File: src/rtl/mcu_hazard_sb.sv
// Hazard, forwarding and long-latency scoreboard unit that sits beside the ID stage.
// It drives the decode stall line and the EX operand forwarding muxes, and tracks one pending bit per register.
module mcu_hazard_sb #(
  parameter int NREGS  = 32,
  parameter int NSRC   = 2,
  parameter int FWD_WB = 1,
  parameter int CNT_W  = 32,
  localparam int RW    = $clog2(NREGS)
) (
  input  logic                 clk,
  input  logic                 rst_n,
  input  logic                 id_valid,
  input  logic [NSRC*RW-1:0]   id_rs,
  input  logic [NSRC-1:0]      id_rs_used,
  input  logic [RW-1:0]        id_rd,
  input  logic                 id_wr,
  input  logic                 id_long,
  input  logic                 flush,
  input  logic                 ex_valid,
  input  logic                 ex_wr,
  input  logic                 ex_mem_read,
  input  logic [RW-1:0]        ex_rd,
  input  logic                 mem_valid,
  input  logic                 mem_wr,
  input  logic [RW-1:0]        mem_rd,
  input  logic                 wb_valid,
  input  logic [RW-1:0]        wb_rd,
  output logic                 stall_decode,
  output logic                 issue,
  output logic [NSRC*2-1:0]    fwd_sel,
  output logic [NREGS-1:0]     sb_pending,
  output logic [RW:0]          pending_cnt,
  output logic [CNT_W-1:0]     stall_cnt
);

  localparam bit WbFwdEn = (FWD_WB != 0);

  logic [RW-1:0]    rs;
  logic             need;
  logic [1:0]       sel;
  logic             raw_stall;
  logic             waw_stall;
  logic [NREGS-1:0] sb_next;
  logic [RW:0]      cnt_next;

  // Handshake: decode presents an instruction with id_valid; it is accepted
  // (issue=1) in the same cycle only when no stall source is active and no flush.
  always_comb begin
    rs        = '0;
    need      = 1'b0;
    sel       = 2'd0;
    raw_stall = 1'b0;
    fwd_sel   = '0;
    for (int i = 0; i < NSRC; i++) begin
      rs   = id_rs[i*RW +: RW];
      need = id_valid & id_rs_used[i] & (rs != '0);
      if (need & ex_valid & ex_mem_read & ex_wr & (ex_rd == rs))
        raw_stall = 1'b1;
      if (need & sb_pending[rs] & ~(WbFwdEn & wb_valid & (wb_rd == rs)))
        raw_stall = 1'b1;
      // Selection stays defined under a stall so the EX muxes never see X.
      if (need & ex_valid & ex_wr & ~ex_mem_read & (ex_rd == rs))
        sel = 2'd1;
      else if (need & mem_valid & mem_wr & (mem_rd == rs))
        sel = 2'd2;
      else if (need & WbFwdEn & wb_valid & (wb_rd == rs))
        sel = 2'd3;
      else
        sel = 2'd0;
      fwd_sel[i*2 +: 2] = sel;
    end
  end

  assign waw_stall    = id_valid & id_wr & (id_rd != '0) & sb_pending[id_rd]
                      & ~(wb_valid & (wb_rd == id_rd));
  assign stall_decode = raw_stall | waw_stall;
  assign issue        = id_valid & ~stall_decode & ~flush;

  // Clear first, then set, so a same-register issue keeps the bit pending.
  always_comb begin
    sb_next = sb_pending;
    if (wb_valid)
      sb_next[wb_rd] = 1'b0;
    if (issue & id_wr & id_long & (id_rd != '0))
      sb_next[id_rd] = 1'b1;
    sb_next[0] = 1'b0;
    cnt_next = '0;
    for (int k = 0; k < NREGS; k++)
      cnt_next = cnt_next + (RW+1)'(sb_next[k]);
  end

  always_ff @(posedge clk) begin
    if (!rst_n) begin
      sb_pending  <= '0;
      pending_cnt <= '0;
      stall_cnt   <= '0;
    end else begin
      sb_pending  <= sb_next;
      pending_cnt <= cnt_next;
      if (stall_decode && (stall_cnt != '1))
        stall_cnt <= stall_cnt + CNT_W'(1);
    end
  end

endmodule

File: config.mk
export PLATFORM = sky130hd
export DESIGN_NAME = mcu_hazard_sb
export DESIGN_NICKNAME = d
export VERILOG_FILES = /design/src/rtl/mcu_hazard_sb.sv
export SDC_FILE = /design/constraint.sdc
export NUM_CORES = 1
export LEC_CHECK = 0
export CAP_MARGIN = 20
export CORE_MARGIN = 2
export CORE_UTILIZATION = 50
export DETAILED_ROUTE_END_ITERATION = 10
export PLACE_DENSITY = 0.88
export SLEW_MARGIN = 25
export SYNTH_ARGS = -nofsm -noshare
export SYNTH_HDL_FRONTEND = slang
export SYNTH_SLANG_ARGS = --single-unit
File: constraint.sdc
create_clock -name clk -period 18.1 [get_ports clk]
set_clock_uncertainty 0.1 [all_clocks]
set_input_delay 3.62 -clock clk [delete_from_list [all_inputs] [get_ports clk]]
set_output_delay 3.62 -clock clk [all_outputs]
set_load 0.02 [all_outputs]
; ---- Word-level counts from Yosys, hierarchy flattened
; Cells that the tools add are included.
; Widths: inputs -> output; s select.
[classes]
n_addsub = 31
magnitude_cmp = 6
n_eq_ne = 8
mux = 22
bitwise = 54
reduce_logical = 6
[op_table]
columns = cell, count
row1 = $add 6x1->6, 25
row2 = $mux 32, 2
row3 = $and 1x1->1, 44
row4 = $eq 5x5->1, 7
row5 = $add 32x1->32 const B, 1
row6 = $and 32x32->32, 1
row7 = $ne 32x32->1 const B, 1
row8 = $not 32->32, 1
row9 = $or 32x32->32, 1
row10 = $lt 5x6->1 const B, 4
row11 = $bmux 1 s5, 3
row12 = $reduce_bool 5->1, 3
row13 = $mux 2, 6
row14 = $demux 1 s5, 2
row15 = $ge 5x1->1 const B, 2
row16 = $mux 1, 9
row17 = $add 5x1->6, 1
row18 = $not 1->1, 6
row19 = $add 4x1->5, 1
row20 = $add 3x1->4, 1
row21 = $add 2x1->3, 1
row22 = $logic_and 1x1->1, 3
row23 = $add 1x1->2, 1
row24 = $or 1x1->1, 1
[word_totals]
ff_bits = 70
in_bits = 44
wordCells = 131

; ---- Depth between registers and ports, before layout
[logic_depth]
word_depth = 48
mapped_depth = 31
ltp_nobuf = 26

; ---- Worst setup path after synthesis
; No wires, ideal clock.
[synth_path]
path_type = input to register
from = in id_rs[2]
to = reg pending_cnt[4]
setup_ps = 128
arrival_time_ps = 10259
required_time_ps = 17872
path_slack_ps = 7614
path_stages = 28
n_path_buf = 3
path_cell_list = buf_2 -> or4_1 -> o211ai_1 -> or4_1 -> nand2_1 -> a32oi_1 -> and3_1 -> buf_6 -> inv_2 -> or2_1 -> clkbuf_1 -> o31ai_1 -> fa_1 -> fa_1 -> fa_1 -> fa_1 -> inv_1 -> fa_1 -> inv_1 -> fa_1 -> inv_1 -> fa_1 -> fa_1 -> inv_1 -> a21o_1 -> a21oi_1 -> xor2_1 -> nor2_1
[synth_via]
elab_chain_cells = 48
elab_cells_between_ends = 56
classes_between = 30 x add/sub / 2 x eq/ne / 7 x mux / 16 x bitwise / 1 x reduce/logical
[synth_lines]
columns = item, line
row1 = from (decl), 13  ; input logic [NSRC*RW-1:0] id_rs,
row2 = $reduce_bool 5->1, 56  ; need = id_valid & id_rs_used[i] & (rs != '0);
row3 = $and 1x1->1, 56
row4 = $and 1x1->1 (4 in series), 57  ; if (need & ex_valid & ex_mem_read & ex_wr & (ex_rd == rs))
row5 = $mux 1, 57
row6 = $mux 1 *, 59  ; if (need & sb_pending[rs] & ~(WbFwdEn & wb_valid & (wb_rd == rs)))
row7 = $mux 1 *, 57
row8 = $mux 1 *, 59
row9 = $or 1x1->1 *, 76  ; assign stall_decode = raw_stall | waw_stall;
row10 = via stall_decode, 28  ; output logic stall_decode,
row11 = [... 6 more ...], -
row12 = $mux 32 *, 84  ; if (issue & id_wr & id_long & (id_rd != '0))
row13 = via sb_next[1], 43  ; logic [NREGS-1:0] sb_next;
row14 = $add 1x1->2 *, 89  ; cnt_next = cnt_next + (RW+1)'(sb_next[k]);
row15 = $add 2x1->3 *, 89
row16 = $add 3x1->4 *, 89
row17 = $add 4x1->5 *, 89
row18 = $add 5x1->6 *, 89
row19 = $add 6x1->6 * (25 in series), 89
row20 = to (signal assigned), 99  ; pending_cnt <= cnt_next;
row21 = to (decl), 32  ; output logic [RW:0] pending_cnt,
; Mark *: on every way through the listed nets, which the timed path passes. The rest lies on a longest branch. The select of a mux whose other input is x is not followed.
; A chain may end at the register's enable or synchronous reset.

; ---- Worst setup path after layout
[layout_path]
from = in id_rs[5]
to = reg pending_cnt[4]
[layout_via]
elab_chain_cells = 46
elab_cells_between_ends = 54
classes_between = 30 x add/sub / 2 x eq/ne / 5 x mux / 16 x bitwise / 1 x reduce/logical
[layout_lines]
columns = item, line
row1 = $reduce_bool 5->1, 56
row2 = $and 1x1->1, 56
row3 = $and 1x1->1 (4 in series), 57
row4 = $mux 1, 57
row5 = $mux 1 *, 59
row6 = $or 1x1->1 *, 76
row7 = $not 1->1 *, 77  ; assign issue = id_valid & ~stall_decode & ~flush;
row8 = $and 1x1->1 * (2 in series), 77
row9 = $and 1x1->1 * (3 in series), 84
row10 = $mux 32 *, 84
row11 = via sb_next[1], 43
row12 = $add 1x1->2 *, 89
row13 = $add 2x1->3 *, 89
row14 = $add 3x1->4 *, 89
row15 = $add 4x1->5 *, 89
row16 = $add 5x1->6 *, 89
row17 = $add 6x1->6 * (25 in series), 89
; Marked as above.

==> metrics.md <==
| Metric | Value |
|---|---|
| WP data required | 18.22 ns |
| Final setup viols | 0 |
| Post-synth top flop | dfxtp_1 |
| Final antenna-violating net count | 0 |
| P&R area growth vs syn | 23.2% |
| Clock Tree Buf Depth | 2 |
| Vias per inst | 6.43 |
| Post-Syn Area | ~5600 µm² |
| Worst skew pair latency | 0.36 ns |
| PortBufs | ~120 |
| R2R Path End | pending_cnt[4] |
| Avg Inst Size Synth | 8.29 µm² |
| Routed WL | between 15000 and 20000 µm |
| Reg2Reg Setup Slack | 10.11 ns |
| Syn Inst Count | 675 |
| DR vias | 5817 |
| Period utilization | 65.4% |
| Sequential element share of the synthesized area | 24.7% |
| Antenna diodes | 0 |
| Maxcap violations | 0 |
| Final setup TNS | 0 ns |
| Yosys cell types | 56 |
| Core Region | 10900 µm² |
| Flops & latches, synth | 69 |
| Startpoint types | input port |
| WL/cell | 20.6 µm |
| H-tree Lvls | 3 |
| Pre-antenna DRT Iters | 7 |
| First-pass GRT wire length | just under 30000 µm |
| Clk slew on worst S/H paths | 0.09 ns |
| Dpl hpwl | 13900 µm |
| Number of flops mapped to enable cells by yosys | 0 |
| Ys async rst share | 0% |
| Vias in the first global route | ~5600 |
| Starting DRT DRC Count | 572 |
| Hold Path Sink | stall_cnt[13] |
| CTS Hold Bufs | 0 |
| Pre-CTS setup slack | ~6 ns |
| Reg2Reg Depth | 24 |
| Fin crit period | 11.84 ns |
| Final hold vios | 0 |
| CP Max Fanout | 62 |
| Cell Pwr Density | 47.6 nW/µm² |
| IO Count | 120 |
| Rel. slew slack | 34.5% |
| Synth top area share | 24.7% |
| Starting density of the core | 51.4% |
| # Post-CTS Setup Buffers | 0 |
| Nets | 835 |
| GR Overflow Total | 0 |
| Status | finished clean |
| TritonCTS clock tree | yes |
| GRT Total Usage | 31.4% |
| Synth area leader | dfxtp_1 |
| Pwr Total | 0.328 mW |
| Min-Delay Startpoint | stall_cnt[13] |
| Lkg Pwr | 2.44 nW |
| Chip Width | 110 µm |
| Ratio of cells with drive above 1 in the final layout | under 10% |
| Synth area leaders | dfxtp_1 25%, fa_1 8.2%, mux2i_1 7.5%, o21ai_0 5.2%, nand2_1 3.4% |
| Post-route DRC | 0 |
| GPL Wtd Cong | 0.958 |
| RR Startpoint | sb_pending[7] |
| Rows | 38 |
| Worst Path Arrival | 11.96 ns |
| CTS buffer count | 9 |
| Peak VDD IR | 32.6 µV |
| Antenna violations before repair | 0 |
| Fmax | 84.4 MHz |
| Fill cells | 919 |
| Crit path kind | input port to flip-flop |
| Num Clock Sinks | 69 |
| Height of the die | around 110 µm |
| Min-Delay Path Class | flip-flop to flip-flop |
| RSZ-0062 raised after global routing | false |
| Final worst slack | 6.26 ns |
| Slew Viols, Final | 0 |
| Slew of the pin with the lowest slew margin | 0.979 ns |
| Cts repair resizes | 0 |
| Post-Syn Nets | 750 |
| Clock root buffer | clkbuf_8 |
| Hold path cells | 2 |
| Yosys warns | 0 |
| Largest net degree at the start of global routing | 63 |
| Full die area | 12100 µm² |
| Critical path capture point type | flip-flop |
-- metrics by stage --
| stage | utilization (%) | std cells | area [µm²] | hold WS (ns) |
|---|---|---|---|---|
| floorplan | - | 675 | 5600 | 0.445 |
| global placement | 61.7 | 889 | 6720 | 0.360 |
| global route | 63.4 | 905 | 6900 | 0.422 |
| CTS | 63.4 | 905 | 6900 | 0.389 |
| finish | 63.4 | 905 | 6900 | 0.385 |
| detailed placement | 61.7 | 889 | 6720 | 0.373 |
-- worst max-delay path by stage --
stage	start	to	slack (ns)	cells past startpoint
global route	id_rs[5]	pending_cnt[4]	5.66	26
CTS	id_rs[5]	pending_cnt[4]	6.24	26
global placement	id_rd[1]	pending_cnt[4]	6.08	26
detailed placement	id_rs[5]	pending_cnt[4]	5.91	26
finish	id_rs[5]	pending_cnt[4]	6.26	26
floorplan	id_rs[2]	pending_cnt[4]	7.61	28
-- worst max-delay path, stage by stage --
cell,delay [ns]
clkdlybuf4s50_1,0.77
or4_1,0.64
o211ai_1,0.29
or4_1,0.19
nand2_1,0.06
a32oi_1,0.13
and3_2,0.84
inv_2,0.17
or2_1,0.35
o31ai_1,0.31
fa_1,0.48
fa_1,0.53
fa_1,0.53
fa_1,0.54
inv_1,0.05
fa_1,0.52
inv_1,0.05
fa_1,0.48
inv_1,0.06
fa_1,0.46
fa_1,0.42
inv_1,0.07
a21o_1,0.10
a21oi_1,0.07
xor2_1,0.14
nor2_1,0.05
-- layer usage --
layer  GRT usage, %  up-vias  share of wire (%)
li1               -     2628                  -
met1           40.9     2754                 41
met2           48.4      359                 46
met3           6.58       76                9.4
met4           17.1        0                4.4
met5              0        -                  0
-- where the power goes --
part / internal (mW) / switching [mW] / leakage [nW]
clock: 0.0538 / 0.0624 / 0.0897
combinational: 0.0232 / 0.0357 / 1.80
sequential: 0.152 / 0.000995 / 0.556
-- Yosys cell counts, types with 17 or more instances --
| library cell | instances |
|---|---|
| nand2b_1 | 17 |
| nand3_1 | 21 |
| o22ai_1 | 22 |
| clkbuf_1 | 22 |
| xnor2_1 | 20 |
| dfxtp_1 | 69 |
| fa_1 | 23 |
| nand4_1 | 19 |
| o31ai_1 | 17 |
| a21oi_1 | 28 |
| o21ai_0 | 58 |
| xor2_1 | 18 |
| mux2i_1 | 42 |
| nor2_1 | 33 |
| inv_1 | 37 |
| nand2_1 | 51 |
-- registers in the layout, indices dropped and copies added (netlist names) --
signal,cells
stall_cnt,32
pending_cnt,6
sb_pending,31
-- cell usage in the layout (no fill, tap or decap), types with 18 or more instances in the layout --
master	synthesis	routed
nand4_1	19	19
a21oi_1	28	28
inv_1	37	37
nor2_1	33	33
xnor2_1	20	20
clkdlybuf4s50_1	0	118
o21ai_0	58	58
fa_1	23	23
o22ai_1	22	22
nand3_1	21	21
mux2i_1	42	42
dfxtp_1	69	69
nand2_1	51	51
xor2_1	18	18
-- logic make-up (layout without fill, tap and decap cells) --
kind of cell	count (synthesis)	after routing	synth area share, %
xor gates and xnor gates	38	38	5.94
muxes	51	51	10.9
AOI/OAI and AO/OA	174	174	19.2
and+or+nand+nor	226	226	22.0
other	1	1	0.0670
buffers and inverters	85	175	7.13
DFF	69	69	24.7
adders and majority gates	31	31	10.0
-- layout make-up --
class	instances	area, µm²	share of cell area (%)
Multi-Input combinational cell	521	3820	55.4
Tap cell	140	175	2.54
Clock inverter	5	35.0	0.508
Inverter	38	143	2.07
Sequential cell	69	1380	20.0
Timing Repair Buffer	121	1200	17.4
Clock buffer	11	141	2.05
No activity file was read; power rests on OpenSTA's default activity.
